### src/rtl/core_s2_amo_sequencer.sv
// Stage-2 RV32A AMO sequencer. Runs a single AMO as load, compute, store and writeback,
// borrowing the shared ALU, its source muxes and the dcache for the duration.
package core_s2_amo_sequencer_pkg;
   typedef enum logic [1:0] {OP1_RS1 = 2'd0, OP1_PC = 2'd1, OP1_DCACHE = 2'd2} alu_op1_src_e;
   typedef enum logic [2:0] {OP2_RS2 = 3'd0, OP2_IMM = 3'd1, OP2_SAVED_RS2 = 3'd2,
                             OP2_CSR = 3'd3} alu_op2_src_e;
endpackage

module core_s2_amo_sequencer
   import core_s2_amo_sequencer_pkg::*;
#(
   parameter int unsigned MAX_WAIT   = 255,
   parameter int unsigned WAIT_CNT_W = 8
) (
   input  logic         clk,
   input  logic         rst,
   input  logic         amo_start,
   input  logic         flush,
   input  alu_op1_src_e dec_alu_op1_src,
   input  alu_op2_src_e dec_alu_op2_src,
   input  logic [31:0]  rs2,
   input  logic [31:0]  alu_result,
   input  logic         dcache_load_done,
   input  logic         dcache_store_done,
   output alu_op1_src_e alu_op1_src,
   output alu_op2_src_e alu_op2_src,
   output logic         alu_use_amo_op,
   output logic [31:0]  saved_rs2,
   input  logic [31:0]  dcache_data_out,
   output logic         dcache_load_req,
   output logic         dcache_store_req,
   output logic [31:0]  store_data,
   output logic         rd_we,
   output logic [31:0]  rd_wdata,
   output logic         stall,
   output logic         amo_error,
   output logic [2:0]   o_dbg_state
);

   typedef enum logic [2:0] {
      ST_IDLE    = 3'd0,
      ST_LOAD    = 3'd1,
      ST_COMPUTE = 3'd2,
      ST_STORE   = 3'd3,
      ST_WB      = 3'd4
   } state_e;

   localparam logic [WAIT_CNT_W-1:0] LP_LAST_WAIT =
      (MAX_WAIT == 0) ? '0 : WAIT_CNT_W'(MAX_WAIT - 1);

   state_e                r_state;
   state_e                w_state_nxt;
   logic [WAIT_CNT_W-1:0] r_wait_cnt;
   logic [31:0]           r_saved_rs2;
   logic [31:0]           r_rd_wdata;
   logic [31:0]           r_store_data;
   logic                  r_amo_error;
   logic                  w_start;
   logic                  w_wait_expired;
   logic                  w_timeout;
   logic                  w_load_capture;
   logic                  w_store_capture;

   assign w_start        = (r_state == ST_IDLE) && amo_start && !flush;
   assign w_wait_expired = (MAX_WAIT != 0) && (r_wait_cnt == LP_LAST_WAIT);

   // Precedence in LOAD: flush, then load_done, then timeout. STORE ignores flush.
   always_comb begin
      w_state_nxt      = r_state;
      alu_op1_src      = dec_alu_op1_src;
      alu_op2_src      = dec_alu_op2_src;
      alu_use_amo_op   = 1'b0;
      dcache_load_req  = 1'b0;
      dcache_store_req = 1'b0;
      rd_we            = 1'b0;
      stall            = 1'b0;
      w_timeout        = 1'b0;
      w_load_capture   = 1'b0;
      w_store_capture  = 1'b0;
      case (r_state)
         ST_IDLE: begin
            stall = w_start;
            if (w_start) w_state_nxt = ST_LOAD;
         end
         ST_LOAD: begin
            alu_op1_src     = OP1_RS1;
            alu_op2_src     = OP2_IMM;
            dcache_load_req = 1'b1;
            stall           = 1'b1;
            if (flush) begin
               w_state_nxt = ST_IDLE;
            end else if (dcache_load_done) begin
               w_load_capture = 1'b1;
               w_state_nxt    = ST_COMPUTE;
            end else if (w_wait_expired) begin
               w_timeout   = 1'b1;
               w_state_nxt = ST_IDLE;
            end
         end
         ST_COMPUTE: begin
            alu_op1_src     = OP1_DCACHE;
            alu_op2_src     = OP2_SAVED_RS2;
            alu_use_amo_op  = 1'b1;
            stall           = 1'b1;
            w_store_capture = 1'b1;
            w_state_nxt     = ST_STORE;
         end
         ST_STORE: begin
            alu_op1_src      = OP1_RS1;
            alu_op2_src      = OP2_IMM;
            dcache_store_req = 1'b1;
            stall            = 1'b1;
            if (dcache_store_done) begin
               w_state_nxt = ST_WB;
            end else if (w_wait_expired) begin
               w_timeout   = 1'b1;
               w_state_nxt = ST_IDLE;
            end
         end
         ST_WB: begin
            rd_we       = 1'b1;
            w_state_nxt = ST_IDLE;
         end
         default: w_state_nxt = ST_IDLE;
      endcase
   end

   always_ff @(posedge clk or posedge rst) begin
      if (rst) begin
         r_state      <= ST_IDLE;
         r_wait_cnt   <= '0;
         r_saved_rs2  <= '0;
         r_rd_wdata   <= '0;
         r_store_data <= '0;
         r_amo_error  <= 1'b0;
      end else begin
         r_state     <= w_state_nxt;
         r_amo_error <= w_timeout;
         // The wait counter measures time spent in the current state only.
         if (w_state_nxt != r_state)
            r_wait_cnt <= '0;
         else if (r_state == ST_LOAD || r_state == ST_STORE)
            r_wait_cnt <= r_wait_cnt + WAIT_CNT_W'(1);
         if (w_start)         r_saved_rs2  <= rs2;
         if (w_load_capture)  r_rd_wdata   <= dcache_data_out;
         if (w_store_capture) r_store_data <= alu_result;
      end
   end

   assign saved_rs2   = r_saved_rs2;
   assign rd_wdata    = r_rd_wdata;
   assign store_data  = r_store_data;
   assign amo_error   = r_amo_error;
   assign o_dbg_state = r_state;

endmodule

### config.mk
export PLATFORM = sky130hd
export DESIGN_NAME = core_s2_amo_sequencer
export DESIGN_NICKNAME = d
export VERILOG_FILES = /design/src/rtl/core_s2_amo_sequencer.sv
export SDC_FILE = /design/constraint.sdc
export NUM_CORES = 1
export LEC_CHECK = 0
export ABC_AREA = 1
export CORE_UTILIZATION = 41
export CTS_CLUSTER_DIAMETER = 80
export DETAILED_ROUTE_END_ITERATION = 7
export PLACE_DENSITY = 0.78
export SKIP_CTS_REPAIR_TIMING = 1
export SLEW_MARGIN = 20
export SYNTH_ARGS = -nofsm -noshare
export SYNTH_HDL_FRONTEND = slang
export SYNTH_SLANG_ARGS = --single-unit
export TNS_END_PERCENT = 10
### constraint.sdc
create_clock -name clk -period 3.9 [get_ports clk]
set_input_delay 0.39 -clock clk [delete_from_list [all_inputs] [get_ports clk]]
set_output_delay 0.39 -clock clk [all_outputs]
set_load 0.03 [all_outputs]
* After elaboration in Yosys (flattened, before gate mapping)
Index checks and enable logic that the tools add are counted.
** Storage, ports and cells
- Flip-flop bits (word level) :: 108
- Input port bits :: 107
- Logic and storage cells :: 44
** Cells by class
- Equal/unequal tests :: 6
- Reduce and logical (&&, ||, !) cells :: 8
- Mux-type cells :: 23
- Add/subtract/negate cells :: 1
** Operator list (number)
- 2-to-1 mux 8 bit :: 2
- 2-to-1 mux 3 bit :: 5
- case mux 3 bit (4 select lines) :: 1
- 2-to-1 mux 1 bit :: 11
- adder 8 x 1 -> 8 bit (second input constant) :: 1
- == test 8 bit (second input constant) :: 1
- == test 3 x 2 -> 1 bit (second input constant) :: 2
- case mux 3 bit (2 select lines) :: 1
- case mux 1 bit (2 select lines) :: 2
- case mux 2 bit (2 select lines) :: 1
- == test 3 x 1 -> 1 bit (second input constant) :: 1
- == test 3 bit (second input constant) :: 1
- logical NOT 3 bit :: 1
- inequality test 3 bit :: 1
- OR reduction 3 bit :: 1
- logical AND 1 bit :: 2
- nonzero test 2 bit :: 1
- OR reduction 2 bit :: 1
- logical NOT 1 bit :: 1
- logical OR 1 bit :: 1

* Logic depth before layout (Yosys ltp)
Gate-level depths: netlist of the first run.
- Depth in word-level cells :: 7
- Gate-level depth with buffers :: 12
- Mapped depth without buffers :: 12

* Least setup slack after synthesis of the first run
No wires, ideal clock.
- Path type :: reg-to-output
- Start :: register r_state[1] (netlist: o_dbg_state[1])
- End :: output port alu_op1_src[1]
- Data arrival time :: 1536 ps
- Stages on the path, launching flop included :: 6
- Slack :: 1974 ps
- Path buffers :: 1
- Cell sequence :: dfrtp_1 > inv_1 > nor3_4 > inv_2 > clkbuf_1 > nand2_1
** On the way
- Longest elaborated chain between the ends :: 3
- Elaborated cells between the ends (all ways) :: 5
** Ends and longest elaborated chain
- from (decl) :: RTL line 51 : state_e r_state;
- from (signal assigned) :: RTL line 137 : r_state <= w_state_nxt;
- == test 3 x 1 -> 1 bit / == test 3 x 2 -> 1 bit (equally long branches) :: RTL line 80 : case (r_state)
- OR reduction 2 bit (no line)
- case mux 2 bit (2 select lines) * :: RTL line 80
- to (decl) :: RTL line 25 : output alu_op1_src_e alu_op1_src,
Mark *: on every way between the ends. The rest lies on a longest branch, timed or not.

* Final worst setup path of the first run
- Start :: register r_state[0] (netlist: o_dbg_state[0])
- End :: output port alu_op2_src[1]
** On the way
- Longest elaborated chain between the ends :: 3
- Elaborated cells between the ends (all ways) :: 5
** Ends and longest elaborated chain
- == test 3 x 1 -> 1 bit / == test 3 x 2 -> 1 bit (equally long branches) :: RTL line 80
- OR reduction 2 bit (no line)
- case mux 3 bit (2 select lines) * :: RTL line 80
- to (decl) :: RTL line 26 : output alu_op2_src_e alu_op2_src,
Marks and branches as above.

==> results.toml, run 1 <==
[floorplan]
io_pins = 217
core_area_sq_um = 10460
die-area_sq_um = 11330
die_w_um = 106.4
std_cell_rows = 37
chipHeight_um = 106.4
start_util_pct = 42.73

[logic_synthesis]
avgSynthCellArea_sq_um = 9.891
synth_warnings = 0
syn_inst = 452
ys_seq_elements = 108
netlist_area_sq_um = 4471
synth_fp_nets = 561
synthDistinctLibCells = 24
yosysSeqAreaShare_pct = 60.45

[power_and_ir_drop]
comb_power_share_pct = 55.4
p_int_mw = 3.360
leakagePower_nw = 3.427
total_power_mw = 5.898
p_clk_share_pct = 12.3
p_seq_share_pct = 32.3
ir_drop_mv = 0.4773
swShare_pct = 43.03
pwr_density_cell_nw_per_um2 = 846.3
p_switching_mw = 2.538

[clock_tree]
htreeDepth = 3
cts_tree = "built"
cts_root_buffer = "clkbuf_8"
clk_latency_ns = 0.37
clock_sinks = 108
clockBufferDepth = 2
cts-buffers-inserted = 9
clkTransAtPathRegs_ns = 0.10

[critical_path]
cp-start-kind = "flop"
worstPathArrival_ns = 2.59
crit_fanout = 36
end_kind = "output port"
cp_num_buf_inv = 3
slowest_delay_ns = 0.67
crit_chain = "nor3_4 -> buf_4 -> inv_2 -> nand2_1 -> clkdlybuf4s50_1"
critPathKind = "reg -> out"
critPathRequiredTime_ns = 3.51
crit_slowest_cell = "clkdlybuf4s50_1"
cp_top_family = "buffers and inverters"

[finish]
final_cell_mix = "226 x nand2_1, 216 x clkdlybuf4s50_1, 108 x dfrtp_1, 29 x mux2_4"
layout_commonest_cell = "nand2_1"
fill_cells = 856
final_net_count = 776
antennaDiodeCount = 0
drive_above_1_share_pct = 9.077
layout.cells.non_filler = 808
area.growth.synth_to_final_pct = 55.89

[min_path]
min_path_type = "reg -> reg"

[global_route]
grt_pass1_vias = 3972
grt_pass1_wl_um = 18860
grt_start_max_net_pins = 82
overflow = 0
track_usage_pct = 21.55
antenna_found_initial = 0

[sta]
fin_skew_ns = 0.009855
drv_slew = 0
finalSetupViolations = 0
slew_headroom_pct = 28.27
period_share_pct = 76.32
rsz0062_at_grt = "false"
finalHoldViolCount = 0
setup-tns-final_ns = 0
fin_crit_ns = 2.977
fmax_ghz = 0.3360
worst_pin_slew_ns = 1.072

[placement]
portBuffers = 216
hpwl_um = 8776
routabilityCongestion = 0.8065
dp_cells = 792

[routing]
drt_pre_antenna_iters = 7
vias_per_cell = 4.739
routed_wl_um = 12050
drc = 0
wire_per_inst_um = 14.91
dr.first_iter.drc_count = 182
antenna_left = 0
dr_total_vias = 3829

[run]
max_cap_violations = 0

[status]
status = "completed"
-- sequential cells by signal (all words and copies together) (netlist names) --
| register | flops |
|---|---|
| saved_rs2 | 32 |
| r_wait_cnt | 8 |
| store_data | 32 |
| o_dbg_state | 3 |
| rd_wdata | 32 |
| amo_error | 1 |
-- final timing paths --
kind | from | endpoint | slack [ns] | cells after the start
worst max-delay path | o_dbg_state[0] | alu_op2_src[1] | 0.92 | 5
worst min-delay path | saved_rs2[29] | saved_rs2[29] | 0.48 | 2
worst max register to register | o_dbg_state[0] | rd_wdata[14] | 1.67 | 6
worst min register to register | saved_rs2[29] | saved_rs2[29] | 0.48 | 2
max in group asynchronous | rst | rd_wdata[30] | 2.65 | 3
min in group asynchronous | rst | saved_rs2[0] | 0.54 | 2
-- synth_stat cells, drive strengths merged --
library cell  instances  share of area [%]
nor2                 15                1.5
or2                   1               0.14
clkbuf               12                1.0
a31oi                 1               0.14
nand2               227                 19
nand3                18                2.0
nor3                  2               0.48
a21oi                 1               0.11
nand4                 3               0.42
xor2                  2               0.39
buf                   4               0.87
mux2                 32                 10
ha                    2               0.56
o21bai                2               0.34
nor3b                 1               0.17
inv                  21                1.8
dfrtp               108                 60
-- area by class of cell --
cell class	instances	area [sq um]	area share (%)
Clock buffer	13	168.9	2.424
Clock inverter	3	43.79	0.6284
Multi-Input combinational cell	307	1608	23.07
Tap cell	136	170.2	2.442
Timing Repair Buffer	220	2192	31.45
Inverter	21	83.83	1.203
Sequential cell	108	2703	38.78
-- stage by stage --
step	instance area [sq um]	hold WS, ns	worst slack (ns)	util, %
detailed placement	6754	0.4572	1.327	64.55
CTS	6967	0.4819	0.8922	66.59
global route	6969	0.4988	0.7631	66.61
finish	6969	0.4770	0.9234	66.61
global placement	6754	0.4535	1.372	64.55
floorplan	4471	0.4852	0.6644	-
-- cells by family after synthesis --
| group | synth area share (%) |
|---|---|
| buffers and inverters | 3.638 |
| adder cells (fa/ha/maj) | 0.5597 |
| AND/OR/NAND/NOR | 23.87 |
| multiplexers | 10.50 |
| flip-flops | 60.45 |
| XOR/XNOR | 0.3919 |
| AO/OA/AOI/OAI | 0.5876 |
-- power by group through the flow --
| stage | logic, mW | clock network [mW] | registers [mW] |
|---|---|---|---|
| 2_1_floorplan | 0.884 | 0 | 2.89 |
| 3_3_place_gp | 3.24 | 0 | 1.89 |
| 3_5_place_dp | 3.29 | 0 | 1.92 |
| 4_1_cts | 3.30 | 0.744 | 1.91 |
| 5_1_grt | 3.46 | 0.782 | 1.96 |
| 6_report | 3.27 | 0.723 | 1.91 |
-- worst reg2reg max path: stages, from the launching register on --
cell	delay (ns)
dfrtp_1	0.54
inv_2	0.09
nor2_1	0.14
inv_1	0.10
nor2_4	0.10
nand2_2	0.59
mux2_4	0.56
-- per-layer routing --
layer / GRT usage [%] / wire (um) / vias to the layer above
met5: 0 / 0 / -
met2: 37.66 / 6135 / 162
met3: 6.376 / 948 / 22
met4: 8.904 / 285 / 0
met1: 24.54 / 4678 / 1819
li1: - / - / 1826
Note: power is estimated with default switching activity, not from simulation.
==> inputs of run 2 (changes only) <==
==> constraint.sdc (replaced) <==
create_clock -name clk -period 3.05 [get_ports clk]
set_input_delay 0.305 -clock clk [delete_from_list [all_inputs] [get_ports clk]]
set_output_delay 0.305 -clock clk [all_outputs]
set_load 0.03 [all_outputs]
==> results.toml, run 2 (same netlist as run 1, synthesis figures left out) <==
[sta]
slew_headroom_pct = 57.86
fin_crit_ns = 2.478
finalHoldViolCount = 0
fin_skew_ns = 0.008350
setup-tns-final_ns = 0
fmax_ghz = 0.4035
worst_pin_slew_ns = 0.6308
period_share_pct = 81.25
rsz0062_at_grt = "false"
drv_slew = 0
finalSetupViolations = 0

[finish]
final_cell_mix = "226 x nand2_1, 215 x clkdlybuf4s50_1, 108 x dfrtp_1, 29 x mux2_4"
antennaDiodeCount = 0
layout_commonest_cell = "nand2_1"
area.growth.synth_to_final_pct = 56.40
final_net_count = 780
layout.cells.non_filler = 812
drive_above_1_share_pct = 9.320

[placement]
portBuffers = 216
hpwl_um = 8930
dp_cells = 796
routabilityCongestion = 0.8164

[global_route]
grt_pass1_vias = 3815
track_usage_pct = 21.50
grt_start_max_net_pins = 62
grt_pass1_wl_um = 18790
antenna_found_initial = 0
overflow = 0

[critical_path]
worstPathArrival_ns = 2.17
r2r_setup_slack_ns = 0.96
reg2reg_depth = 7
critPathRequiredTime_ns = 2.74
rr_startpoint = "o_dbg_state[0]"
cp-endpoint = "alu_op2_src[1]"
end_kind = "output port"
r2r-end = "rd_wdata[0]"
crit_fanout = 10
critical_path.startpoint = "o_dbg_state[1]"
cp-start-kind = "flop"
critPathKind = "reg -> out"

[clock_tree]
cts_tree = "built"
clock_sinks = 108
clkTransAtPathRegs_ns = 0.09
htreeDepth = 3
clockBufferDepth = 2
cts_root_buffer = "clkbuf_8"
clk_latency_ns = 0.36
cts-buffers-inserted = 9

[floorplan]
start_util_pct = 42.73
chipHeight_um = 106.4
die-area_sq_um = 11330
io_pins = 217
std_cell_rows = 37
die_w_um = 106.4
core_area_sq_um = 10460

[routing]
vias_per_cell = 4.656
drc = 0
antenna_left = 0
drt_pre_antenna_iters = 6
routed_wl_um = 11900
wire_per_inst_um = 14.66
dr_total_vias = 3781
dr.first_iter.drc_count = 139

[status]
status = "completed"

[power_and_ir_drop]
leakagePower_nw = 3.434
pwr_density_cell_nw_per_um2 = 1072
total_power_mw = 7.493
ir_drop_mv = 0.5971

[min_path]
min_path_type = "in -> async"

[run]
max_cap_violations = 0
-- run 2: changes by cell type in the layout (fill, tap and decap cells not counted), sizes merged --
cell / delta
buf: +5
clkbuf: +2
clkdlybuf4s50: -1
clkinv: -2
clkinvlp: +1
inv: -1
-- run 2: final cells by class --
type	instances	area (sq um)
clock inverter	1	30.03
multi-input combinational	307	1608
tap	136	170.2
sequential	108	2703
fill	842	3471
timing repair buffer	224	2232
clock buffer	15	166.4
inverter	21	82.58
-- run 2: worst min path at each step --
stage	startpoint	endpoint	slack, ns	depth (start not counted)
after floorplan	alu_result[10]	store_data[10]	0.42	2
after global placement	saved_rs2[29]	saved_rs2[29]	0.45	2
after detailed placement	saved_rs2[7]	saved_rs2[7]	0.46	2
after CTS	rst	saved_rs2[29]	0.37	2
after global routing	rst	saved_rs2[24]	0.39	2
final	rst	saved_rs2[29]	0.37	2
-- run 2: stage by stage --
stage / cell area [sq um] / setup slack, ns / hold slack (ns) / util (%)
global route: 6992 / 0.4364 / 0.3928 / 66.83
detailed placement: 6795 / 0.8652 / 0.4571 / 64.95
global placement: 6795 / 0.9258 / 0.4523 / 64.95
floorplan: 4474 / 1.198 / 0.4217 / -
CTS: 6992 / 0.5197 / 0.3657 / 66.83
finish: 6992 / 0.5718 / 0.3745 / 66.83
-- run 2: report_power, final --
part / internal (mW) / switching [mW] / total [mW] / leakage (nW)
Combinational: 1.79 / 2.38 / 4.17 / 1.99
Clock: 0.427 / 0.446 / 0.873 / 0.0979
Sequential: 2.07 / 0.387 / 2.45 / 1.34
Total: 4.28 / 3.21 / 7.49 / 3.43
-- run 2: worst max-delay path, stage by stage, from the launching register on --
cell and delay (ns):
dfrtp_1 0.50, inv_1 0.16, nor3_4 0.37, inv_2 0.06
nand2_1 0.07, clkdlybuf4s50_1 0.67
-- run 2: metal layers --
| metal | vias to the layer above | track usage, % | routed length [um] |
|---|---|---|---|
| li1 | 1835 | - | - |
| met1 | 1782 | 24.85 | 4847 |
| met2 | 150 | 37.15 | 5893 |
| met3 | 14 | 7.112 | 962 |
| met4 | 0 | 7.730 | 197 |
| met5 | - | 0 | 0 |
==> inputs of run 3 (changes only) <==
--- a/config.mk
+++ b/config.mk
@@ -6,10 +6,10 @@
 export NUM_CORES = 1
 export LEC_CHECK = 0
 export ABC_AREA = 1
-export CORE_UTILIZATION = 41
+export CORE_UTILIZATION = 37
 export CTS_CLUSTER_DIAMETER = 80
 export DETAILED_ROUTE_END_ITERATION = 7
-export PLACE_DENSITY = 0.78
+export PLACE_DENSITY = 0.74
 export SKIP_CTS_REPAIR_TIMING = 1
 export SLEW_MARGIN = 20
 export SYNTH_ARGS = -nofsm -noshare
==> constraint.sdc (replaced) <==
create_clock -name clk -period 2.2 [get_ports clk]
set_input_delay 0.22 -clock clk [delete_from_list [all_inputs] [get_ports clk]]
set_output_delay 0.22 -clock clk [all_outputs]
set_load 0.03 [all_outputs]
==> results.toml, run 3 (same netlist as run 1, synthesis figures left out) <==
[sta]
rsz0062_at_grt = "false"
finalSetupViolations = 0
period_share_pct = 95.48
slew_headroom_pct = 61.91
fin_crit_ns = 2.101
finalHoldViolCount = 0
fmax_ghz = 0.4761
fin_skew_ns = 0.006239
drv_slew = 0
worst_pin_slew_ns = 0.5713
setup_ws_ns = 0.09946
setup-tns-final_ns = 0

[finish]
area.growth.synth_to_final_pct = 59.59
drive_above_1_share_pct = 9.763
final_net_count = 780
final_cell_mix = "226 x nand2_1, 208 x clkdlybuf4s50_1, 108 x dfrtp_1, 29 x mux2_4"
antennaDiodeCount = 0
layout_commonest_cell = "nand2_1"

[clock_tree]
cts_tree = "built"
clk_latency_ns = 0.35
htreeDepth = 3
clockBufferDepth = 2
cts-buffers-inserted = 9
cts_root_buffer = "clkbuf_16"
clock_sinks = 108
clkTransAtPathRegs_ns = 0.07

[critical_path]
slowest_delay_ns = 0.70
end_kind = "output port"
crit_fanout = 5
r2r_setup_slack_ns = 0.50
cp-start-kind = "flop"
crit_slowest_cell = "clkdlybuf4s50_1"
critPathRequiredTime_ns = 1.98
critPathKind = "reg -> out"
worstPathArrival_ns = 1.88
crit_chain = "inv_1 -> nand2_1 -> nor2_1 -> clkdlybuf4s50_1"

[global_route]
antenna_found_initial = 0
gr-usage-met1_pct = 23.48
grt_pass1_vias = 3969
track_usage_pct = 19.69
met2_usage_pct = 31.72
grt_start_max_net_pins = 109
overflow = 0
use_met3_pct = 7.186
grt_pass1_wl_um = 19290
top_usage_layer = "met2"

[placement]
portBuffers = 216
detailedPlace.worstSlack_ns = 0.1937
routabilityCongestion = 0.8520
hpwl_um = 8535

[power_and_ir_drop]
total_power_mw = 10.87
ir_drop_mv = 0.7161
leakagePower_nw = 3.555
pwr_density_cell_nw_per_um2 = 1524

[run]
max_cap_violations = 0

[routing]
dr.first_iter.drc_count = 208
dr_total_vias = 3782
antenna_left = 0
wire_per_inst_um = 14.37
drt_pre_antenna_iters = 7
routed_wl_um = 11770
drc = 15
vias_per_cell = 4.618

[floorplan]
core_area_sq_um = 11610
std_cell_rows = 39
die_w_um = 111.9
start_util_pct = 38.49
chipHeight_um = 111.9
die-area_sq_um = 12530
io_pins = 217

[status]
violations = "DRC"
status = "finished with violations"

[min_path]
min_path_type = "in -> async"
-- run 3: layer usage --
| layer | up-vias | part of all wire [%] |
|---|---|---|
| met5 | - | 0 |
| met4 | 0 | 2.2 |
| met3 | 21 | 9.5 |
| met2 | 149 | 47 |
| met1 | 1768 | 41 |
| li1 | 1844 | - |
-- run 3: final cells by class --
class	instances	area (sq um)
fill	972	4479
sequential	108	2703
timing repair buffer	224	2252
multi-input combinational	307	1608
clock buffer	12	236.5
tap	143	178.9
inverter	21	82.58
clock inverter	4	73.82
-- run 3: worst max-delay path, delay by kind of cell (launching register included) --
| kind | cells | cell delay (ns) |
|---|---|---|
| buf+inv | 2 | 0.87 |
| flops | 1 | 0.45 |
| simple gates | 2 | 0.23 |
-- run 3: stage by stage --
stage | utilization [%] | instance area, sq um | hold slack, ns | cells
3_5_place_dp | 58.65 | 6812 | 0.4571 | 803
4_1_cts | 61.32 | 7122 | 0.3846 | 819
2_1_floorplan | - | 4474 | 0.3367 | 452
6_report | 61.43 | 7134 | 0.3791 | 819
5_1_grt | 61.43 | 7134 | 0.4031 | 819
3_3_place_gp | 58.65 | 6812 | 0.4537 | 803
-- run 3: worst paths after layout --
kind	startpoint	end	depth (start not counted)
max in group asynchronous	rst	store_data[11]	3
setup reg to reg	r_wait_cnt[0]	r_wait_cnt[1]	12
min in group clk	alu_result[0]	store_data[0]	3
hold reg to reg	saved_rs2[27]	saved_rs2[27]	2
hold / removal	rst	rd_wdata[7]	3
setup / recovery	o_dbg_state[1]	rd_we	4
-- run 3: power by group --
group          switching, mW  total [mW]  internal [mW]
Clock                  0.692        1.69          0.999
Combinational           3.32        5.81           2.48
Sequential             0.503        3.37           2.87
